File: config.mk
export PLATFORM = sky130hd
export DESIGN_NAME = systolic_feeder
export DESIGN_NICKNAME = d
export VERILOG_FILES = /design/src/rtl/systolic_feeder.sv
export SDC_FILE = /design/constraint.sdc
export NUM_CORES = 1
export LEC_CHECK = 0
export CAP_MARGIN = 20
export CORE_MARGIN = 2
export CORE_UTILIZATION = 50
export CTS_CLUSTER_SIZE = 30
export DETAILED_ROUTE_END_ITERATION = 6
export GPL_TIMING_DRIVEN = 0
export HOLD_SLACK_MARGIN = 0.08
export PLACE_DENSITY = 0.79
export SKIP_LAST_GASP = 1
export SLEW_MARGIN = 20
export SYNTH_ARGS = -nofsm -noshare
export SYNTH_HDL_FRONTEND = slang
export SYNTH_SLANG_ARGS = --single-unit
File: constraint.sdc
create_clock -name clk_i -period 1.9 [get_ports clk_i]
set_clock_uncertainty 0.15 [all_clocks]
set_input_delay 0.19 -clock clk_i [delete_from_list [all_inputs] [get_ports clk_i]]
set_output_delay 0.19 -clock clk_i [all_outputs]
set_load 0.005 [all_outputs]
File: src/rtl/systolic_feeder.sv
// Upstream feeder for the DIM x DIM output-stationary MAC array.
// Skews each accepted k-slice into diagonal edge streams, drives the
// array-wide enable, drains the pipeline and holds results until acked.
module systolic_feeder #(
  parameter int DATA_WIDTH = 8,
  parameter int DIM        = 4,
  parameter int K_WIDTH    = 8
) (
  input  logic                      clk_i,
  input  logic                      rst_n_i,
  input  logic                      start_i,
  input  logic [K_WIDTH-1:0]        k_len_i,
  input  logic                      vec_valid_i,
  output logic                      vec_ready_o,
  input  logic [DIM*DATA_WIDTH-1:0] vec_a_i,
  input  logic [DIM*DATA_WIDTH-1:0] vec_b_i,
  output logic [DIM*DATA_WIDTH-1:0] a_edge_o,
  output logic [DIM*DATA_WIDTH-1:0] b_edge_o,
  output logic                      start_operation_o,
  output logic                      busy_o,
  output logic                      result_valid_o,
  input  logic                      result_ack_i
);

  // Drain length: the last slice needs 2*DIM-1 edges to reach PE(DIM-1,DIM-1)
  localparam int DRAIN_CYCLES = 2 * DIM - 1;
  localparam int DCW          = $clog2(DRAIN_CYCLES + 1);

  typedef enum logic [1:0] {
    IDLE,
    LOAD,
    DRAIN,
    RESULT
  } state_t;

  state_t             state_q, state_d;
  logic [K_WIDTH-1:0] k_len_q;
  logic [K_WIDTH-1:0] k_cnt_q;
  logic [DCW-1:0]     drain_cnt_q;
  logic               accept;

  assign accept      = (state_q == LOAD) && vec_valid_i;
  assign vec_ready_o = (state_q == LOAD);

  // Next-state decode; LOAD ends on the K-th accepted slice, DRAIN after a fixed count
  always_comb begin
    state_d = state_q;
    case (state_q)
      IDLE: begin
        if (start_i) begin
          state_d = (k_len_i == '0) ? DRAIN : LOAD;
        end
      end
      LOAD: begin
        if (accept && (k_cnt_q == k_len_q - K_WIDTH'(1))) begin
          state_d = DRAIN;
        end
      end
      DRAIN: begin
        if (drain_cnt_q == DCW'(DRAIN_CYCLES - 1)) begin
          state_d = RESULT;
        end
      end
      RESULT: begin
        if (result_ack_i) begin
          state_d = IDLE;
        end
      end
      default: state_d = IDLE;
    endcase
  end

  // State, counters and registered status outputs (outputs track the next state)
  always_ff @(posedge clk_i or negedge rst_n_i) begin
    if (!rst_n_i) begin
      state_q           <= IDLE;
      k_len_q           <= '0;
      k_cnt_q           <= '0;
      drain_cnt_q       <= '0;
      start_operation_o <= 1'b0;
      busy_o            <= 1'b0;
      result_valid_o    <= 1'b0;
    end else begin
      state_q           <= state_d;
      start_operation_o <= (state_d != IDLE);
      busy_o            <= (state_d != IDLE);
      result_valid_o    <= (state_d == RESULT);
      if ((state_q == IDLE) && start_i) begin
        k_len_q <= k_len_i;
      end
      if (state_q == IDLE) begin
        k_cnt_q <= '0;
      end else if (accept) begin
        k_cnt_q <= k_cnt_q + K_WIDTH'(1);
      end
      if (state_q != DRAIN) begin
        drain_cnt_q <= '0;
      end else begin
        drain_cnt_q <= drain_cnt_q + DCW'(1);
      end
    end
  end

  // Lane i owns an (i+1)-deep delay line; its last stage is the edge output
  for (genvar i = 0; i < DIM; i++) begin : g_lane
    logic [DATA_WIDTH-1:0] a_q [0:i];
    logic [DATA_WIDTH-1:0] b_q [0:i];
    logic [DATA_WIDTH-1:0] a_in;
    logic [DATA_WIDTH-1:0] b_in;

    assign a_in = accept ? vec_a_i[i*DATA_WIDTH +: DATA_WIDTH] : '0;
    assign b_in = accept ? vec_b_i[i*DATA_WIDTH +: DATA_WIDTH] : '0;

    // Shift every cycle outside IDLE (zeros when nothing is accepted); IDLE clears the line
    always_ff @(posedge clk_i or negedge rst_n_i) begin
      if (!rst_n_i) begin
        for (int s = 0; s <= i; s++) begin
          a_q[s] <= '0;
          b_q[s] <= '0;
        end
      end else if (state_q == IDLE) begin
        for (int s = 0; s <= i; s++) begin
          a_q[s] <= '0;
          b_q[s] <= '0;
        end
      end else begin
        a_q[0] <= a_in;
        b_q[0] <= b_in;
        for (int s = 1; s <= i; s++) begin
          a_q[s] <= a_q[s-1];
          b_q[s] <= b_q[s-1];
        end
      end
    end

    assign a_edge_o[i*DATA_WIDTH +: DATA_WIDTH] = a_q[i];
    assign b_edge_o[i*DATA_WIDTH +: DATA_WIDTH] = b_q[i];
  end

endmodule

---- Yosys cells after proc, flatten, opt, wreduce, memory -nomap -nowiden ----
Index checks and enable logic that the tools add are counted.
word-level totals
  flip-flop bits (word level) ............. 183
  input port bits ......................... 77
  output and inout bits ................... 68
  logic and storage cells ................. 68
operators by class
  $add $sub $neg .......................... 3
  equal/unequal tests ..................... 7
  muxes and demuxes ....................... 25
  reduce and logical (&&, ||, !) cells .... 7
operator list
  cell                   count
  $mux W8                12
  $mux W32               2
  $mux W24               2
  $mux W16               2
  $mux W2                5
  $add A8 B1 Y8 const B  1
  $eq A8 B8 Y1           1
  $logic_not A8 Y1       1
  $pmux W2 S4            1
  $sub A8 B1 Y8 const B  1
  $eq A2 B2 Y1 const B   3
  $reduce_bool A2 Y1     2
  $add A3 B1 Y3 const B  1
  $eq A3 B3 Y1 const B   1
  $logic_and A1 B1 Y1    3
  $mux W3                1
  $eq A2 B1 Y1 const B   1
  $logic_not A2 Y1       1
  $ne A2 B2 Y1 const B   1

---- Depth between registers and ports, before layout ----
Gate-level depths: netlist (run 1).
  depth after elaboration ................. 6
  mapped depth ............................ 7
  gate-level depth less buffers ........... 7

---- Worst setup path after synthesis (run 1) ----
No wires, ideal clock.
  path kind ............................... flip-flop to flip-flop
  start point ............................. reg state_q[1]
  end point ............................... reg k_len_q[2]
  library setup time ...................... 125 ps
  data arrival time ....................... 1,427 ps
  required time ........................... 1,625 ps
  setup slack ............................. 198 ps
  cell stages (with the launch flop) ...... 6
  buffers on the path ..................... 2
  clock period less this slack ............ 1,702 ps
  path through ............................ dfrtp_1 > buf_4 > nor2_2 > and2_1 > buf_2 > mux2_2
on the way
  longest elaborated chain between the ends .. 2
ends and longest elaborated chain
  what                    RTL line  text
  start, declared         36        state_t state_q, state_d;
  start signal, assigned  84        state_q <= state_d;
  $logic_not A2 Y1        88        if ((state_q == IDLE) && start_i) begin
  $logic_and A1 B1 Y1     88
  end signal, assigned    89        k_len_q <= k_len_i;
  end, declared           37        logic [K_WIDTH-1:0] k_len_q;
Every way passes these cells.
A chain may end at the register's enable or synchronous reset.

---- Final worst setup path (run 1) ----
  start point ............................. reg state_q[0]
  end point ............................... out vec_ready_o
on the way
  longest elaborated chain between the ends .. 1
ends and longest elaborated chain
  what           RTL line  text
  $eq A2 B1 Y1   43        assign vec_ready_o = (state_q == LOAD);
  end, declared  14        output logic vec_ready_o,
Every way passes these cells.

==> results of run 1 <==
==> power by group <==
group / internal (mW) / switching [mW] / leakage, nW
registers: 5.09 / 0.434 / 2.37
clock network: 2.27 / 1.38 / 0.292
logic: 2.42 / 1.63 / 1.64
==> layout make-up <==
cell class / instances / area [sq um] / share of cell area
plain buffers: 70 / 459 / 0.0505
clock buffers: 21 / 460 / 0.0507
clock inverters: 10 / 168 / 0.0184
inverters: 4 / 15.0 / 0.00165
multi-input cells: 256 / 1700 / 0.187
flip-flops and latches: 183 / 4580 / 0.504
well taps: 176 / 220 / 0.0242
repair buffers: 147 / 1490 / 0.164
==> flip-flops by register name, indices dropped and copies added (netlist names) <==
| register | flops |
|---|---|
| k_cnt_q | 8 |
| g_lane.b_q | 56 |
| b_edge_o | 24 |
| busy_o | 1 |
| drain_cnt_q | 3 |
| state_q | 2 |
| k_len_q | 8 |
| result_valid_o | 1 |
| a_edge_o | 24 |
| g_lane.a_q | 56 |
==> worst min-delay path by stage <==
| stage | startpoint | to | slack [ns] | cells past startpoint |
|---|---|---|---|---|
| 4_1_cts | vec_a_i[0] | g_lane[0].a_q[0]$_DFF_PN0_ | 0.16 | 2 |
| 5_1_grt | vec_a_i[28] | g_lane[3].a_q[28]$_DFF_PN0_ | 0.17 | 2 |
| 3_5_place_dp | rst_n_i | drain_cnt_q[1]$_DFF_PN0_ | 0.04 | 1 |
| 6_report | rst_n_i | drain_cnt_q[2]$_DFF_PN0_ | 0.16 | 2 |
| 3_3_place_gp | g_lane[1].b_q[9]$_DFF_PN0_ | b_edge_o[9]$_DFF_PN0_ | 0.28 | 1 |
| 2_1_floorplan | rst_n_i | a_edge_o[10]$_DFF_PN0_ | -0.26 | 0 |
==> timing repair <==
item | in CTS | in global routing
pin swaps | 0 | 4
hold buffers | 1 | 0
gates cloned | 0 | 0
endpoints found under the hold margin | 74 | 0
endpoints found under the setup margin | 37 | 2
gates resized for setup | 4 | 4
buffers inserted | 1 | 0
==> per-stage QoR <==
stage	TNS, ns	power (mW)	area [sq um]
finish	0	13.2	9090
floorplan	0	7.80	6730
global route	0	14.0	9090
global placement	-1170.31	9.41	8390
detailed placement	-12.49	9.62	8420
CTS	0	13.3	9070
==> worst max-delay path, stage by stage, from the launching register on <==
cell,delay (ns)
dfrtp_1,0.42
buf_4,0.19
and2b_1,0.17
dlygate4sd2_1,0.26
==> per-layer routing <==
layer	up-vias	GRT usage	wire length, um	part of all wire
met2	101	0.310	6290	0.53
met4	0	0.0743	253	0.021
met5	-	0	0	0
li1	1888	-	-	-
met3	22	0.0494	581	0.049
met1	1921	0.204	4640	0.39
==> logic make-up (layout without fill, tap and decap cells) <==
kind of cell | after synthesis | in the layout
simple gates | 207 | 207
mux | 7 | 7
compound gates | 24 | 24
xor+xnor | 14 | 14
flops | 183 | 183
fa+ha+maj | 4 | 4
buf+inv | 75 | 252
==> cells in the final DEF (no fill, tap or decap), types with 5 or more instances in the layout <==
cell type        instances
and2b_2                  6
nor2b_1                 78
buf_4                   52
clkbuf_1                17
xnor2_1                 10
and2_1                  67
clkdlybuf4s50_1        142
and2b_1                 13
nor2_1                   9
o21ai_0                 14
clkbuf_16               17
nand2_1                 12
mux2_2                   5
dfrtp_1                183
==> results.md, run 1 <==
* Fmax achieved at 555 MHz
* GRT overflow at 0
* Post-Synth Adder-Cell Area at 0.00744
* Post-Syn Area at 6730 sq um
* Synth area leader: dfrtp_1
* Ant. Diodes at 0
* Via Count at 3932
* Max-slew violations at 0
* 1st-pass router iterations at 4
* CP Launch Type: flip-flop
* Ranking of synthesized cells by area: dfrtp_1, nor2b_1, and2_1
* Distinct cells, synth at 35
* Share of cells above drive strength 1 at 0.155
* Initial antenna violation count at 0
* Initial Util at 0.510
* Port Buffers at 144
* Final nets at 760
* Final worst path period share at 0.948
* Syn avg cell area at 13.1 sq um
* Critical path origin: state_q[0]$_DFF_PN0_
* Worst-path clk slew at 0.06 ns
* HPWL Detailed at 8.30 mm
* XOR/XNOR share of the synthesized area at 0.0182
* RSZ-0062 raised after global routing: false
* Worst hold path type: in -> async
* WHS at 0.159 ns
* CP max FO at 10
* CTS tree: built
* Relative slew slack at 0.628
* RR Startpoint: k_len_q[2]$_DFFE_PN0P_
* Post-synthesis cell count at 514
* Area Overhead vs Synth at 35.1%
* Top-Level Pins at 145
* Clk sink count at 183
* Final Util at 0.689
* WS Path Type: reg -> out
* Largest net degree at the start of global routing at 110
* Synth Area in Simple Gates at 0.190
* Synth Register Bits at 183
* CTS Buf Count at 17
* Core Rows at 42
* Antenna Nets Post-Route at 0
* Crit Reg-Reg Endpoint: state_q[0]$_DFF_PN0_
* Synth Area in Compound Gates at 0.0212
* Most instantiated cells after synthesis: dfrtp_1, nor2b_1, and2_1
* Ys flop type: dfrtp_1
* DRC Markers at 0
* Reg2reg setup slack at 0.13 ns
* Inst Count DP at 835
* Fillers at 937
* Power density over the cells at 1460 nW/um^2
* R2R depth at 5
* VDD IR max at 0.586 mV
* Share of the synthesized area in the top cell type at 0.681
* Die Y at 120 um
* Post-synthesis mux area share at 0.0113
* Core area at 13200 sq um
* Fin worst setup slack at 0.0981 ns
* DR vias/cell at 4.54
* Routed WL at 11.8 mm
* Final setup fails at 0
* Critical Path RT at 1.56 ns
* Die area at 14400 sq um
* EDFF count, synth at 0
* Crit path capture: vec_ready_o
* Global-route wire length before repair at 19.3 mm
* Worst skew pair latency at 0.41 ns
* GP Congestion at 0.779
* Ys async rst share at 1.00
* Syn Nets at 595
* Dpl ws at -0.432 ns
* Leakage at 4.31 nW
* H-tree Lvls at 4
* Worst Tran Pin Value at 0.559 ns
* Crit path DAT at 1.46 ns
* Clock root cell: clkbuf_16
* GRT Total Usage at 0.177
* Largest family of logic cells by synthesized area: simple AND/OR/NAND/NOR gates
* Fin. Hold Viols at 0
* WL per Instance at 13.6 um
* Sequential fraction of the synthesis area at 0.681
* MaxCap Viol Count at 0
* Most frequent cell after synthesis: dfrtp_1
* Bufs on Longest Clock Path at 2
* Status: finished clean
* Critical Path Sink Type: output port
* Fin crit period at 1.80 ns
* Final Non-Filler Cells at 867
* Initial DRC count at 167
* Ys Warns at 0
* Overall die width at 120 um
* Vias in the first global route at 4034
No activity file was read; power rests on OpenSTA's default activity.
==> inputs of run 2 (changes only) <==
--- a/config.mk
+++ b/config.mk
@@ -13,6 +13,7 @@
 export GPL_TIMING_DRIVEN = 0
 export HOLD_SLACK_MARGIN = 0.08
 export PLACE_DENSITY = 0.79
+export SKIP_CTS_REPAIR_TIMING = 1
 export SKIP_LAST_GASP = 1
 export SLEW_MARGIN = 20
 export SYNTH_ARGS = -nofsm -noshare
==> results.md, run 2 (same netlist as run 1, synthesis figures left out) <==
* Fmax achieved at 564 MHz
* Highest metal used: met4
* WL per Instance at 13.6 um
* Core Rows at 42
* Power density over the cells at 1460 nW/um^2
* DR vias/cell at 4.54
* GRT overflow at 0
* Worst Tran Pin Value at 0.561 ns
* Port Buffers at 144
* Antenna Nets Post-Route at 0
* Crit-path cells: nor3_1, and4bb_2, xnor2_1, nand4_1, o21ba_2
* Fin crit period at 1.77 ns
* Routed WL at 11.8 mm
* Top-Level Pins at 145
* Slowest stage delay, CP at 0.43 ns
* CP max FO at 6
* GRT Total Usage at 0.177
* MaxCap Viol Count at 0
* Initial antenna violation count at 0
* Status: finished clean
* Global-route wire length before repair at 19.3 mm
* H-tree Lvls at 4
* Clock root cell: clkbuf_16
* WS Path Type: reg -> reg
* Relative slew slack at 0.626
* Worst skew pair latency at 0.41 ns
* DRC Markers at 0
* Overall die width at 120 um
* Die Y at 120 um
* Ant. Diodes at 0
* Biggest regs: g_lane.a_q x56, g_lane.b_q x56
* CTS Buf Count at 17
* Leakage at 4.32 nW
* Met3 WL at 636 um
* Met1 WL at 4.57 mm
* Final Util at 0.690
* RSZ-0062 raised after global routing: false
* Core area at 13200 sq um
* Critical path's top delay family: simple AND/OR/NAND/NOR gates
* Final nets at 761
* 1st-pass router iterations at 4
* Final setup fails at 0
* Via Count at 3940
* Clk sink count at 183
* Worst-path clk slew at 0.06 ns
* Max-slew violations at 0
* Leading cell types in the layout, fill and taps excluded: dfrtp_1, clkdlybuf4s50_1, nor2b_1
* Vias in the first global route at 4040
* Area Overhead vs Synth at 35.3%
* VDD IR max at 0.586 mV
* Commonest non-fill, non-tap cell in the layout: dfrtp_1
* Dpl ws at -0.432 ns
* Largest net degree at the start of global routing at 110
* Bufs on Longest Clock Path at 2
* Initial Util at 0.510
* Final worst path period share at 0.934
* Share of cells above drive strength 1 at 0.156
* CP Buf/Inv Count at 0
* Fin worst setup slack at 0.126 ns
* Crit path DAT at 1.93 ns
* Die area at 14400 sq um
* HPWL Detailed at 8.30 mm
* Critical Path RT at 2.06 ns
* Total length of routed met2 wires at 6.30 mm
* CTS tree: built
* Worst hold path type: in -> async
* GP Congestion at 0.779
* Fin. Hold Viols at 0
* Worst path slowest cell: dfrtp_1
* CP Launch Type: flip-flop
* Critical Path Sink Type: flip-flop
* Initial DRC count at 160
## run 2: path summary, 6_finish.rpt
path / startpoint / endpoint / slack (ns) / cells past startpoint
setup reg to reg: k_len_q[2]$_DFFE_PN0P_ / state_q[0]$_DFF_PN0_ / 0.13 / 5
max in group asynchronous: rst_n_i / b_edge_o[26]$_DFF_PN0_ / 0.56 / 3
setup / recovery: k_len_q[2]$_DFFE_PN0P_ / state_q[0]$_DFF_PN0_ / 0.13 / 5
min in group clk_i: vec_a_i[0] / g_lane[0].a_q[0]$_DFF_PN0_ / 0.18 / 2
hold reg to reg: g_lane[1].b_q[15]$_DFF_PN0_ / b_edge_o[15]$_DFF_PN0_ / 0.30 / 1
hold / removal: rst_n_i / drain_cnt_q[2]$_DFF_PN0_ / 0.16 / 2
## run 2: metal layers
layer  global-route usage  up-vias
li1                     -     1891
met1                0.204     1917
met2                0.310      110
met3               0.0494       22
met4               0.0750        0
met5                    0        -
## run 2: cell type report
type | instances | area [sq um]
sequential | 183 | 4580
timing repair buffer | 148 | 1500
fill | 938 | 4090
clock buffer | 21 | 460
tap | 176 | 220
inverter | 4 | 15.0
clock inverter | 10 | 168
multi-input combinational | 256 | 1700
buffer | 70 | 459
## run 2: where the power goes
group	internal, mW	switching [mW]	leakage, nW
clock network	2.27	1.38	0.292
registers	5.09	0.435	2.37
logic	2.44	1.63	1.65
## run 2: worst reg2reg max path: cells and delay by family (launching register included)
family / cells / cell delay [ns]
AND/OR/NAND/NOR: 3 / 0.75
flip-flops: 1 / 0.43
AO/OA/AOI/OAI: 1 / 0.23
XOR/XNOR: 1 / 0.11
## run 2: through the flow
step	total power [mW]	TNS (ns)	area, sq um	hold WS (ns)	instances
final	13.2	0	9100	0.159	868
after global routing	14.1	0	9100	0.172	868
after CTS	13.3	-6.84	9050	-0.405	866
after detailed placement	9.62	-12.49	8420	0.0448	835
after global placement	9.41	-1170.31	8390	0.284	834
after floorplan	7.80	0	6730	-0.256	514
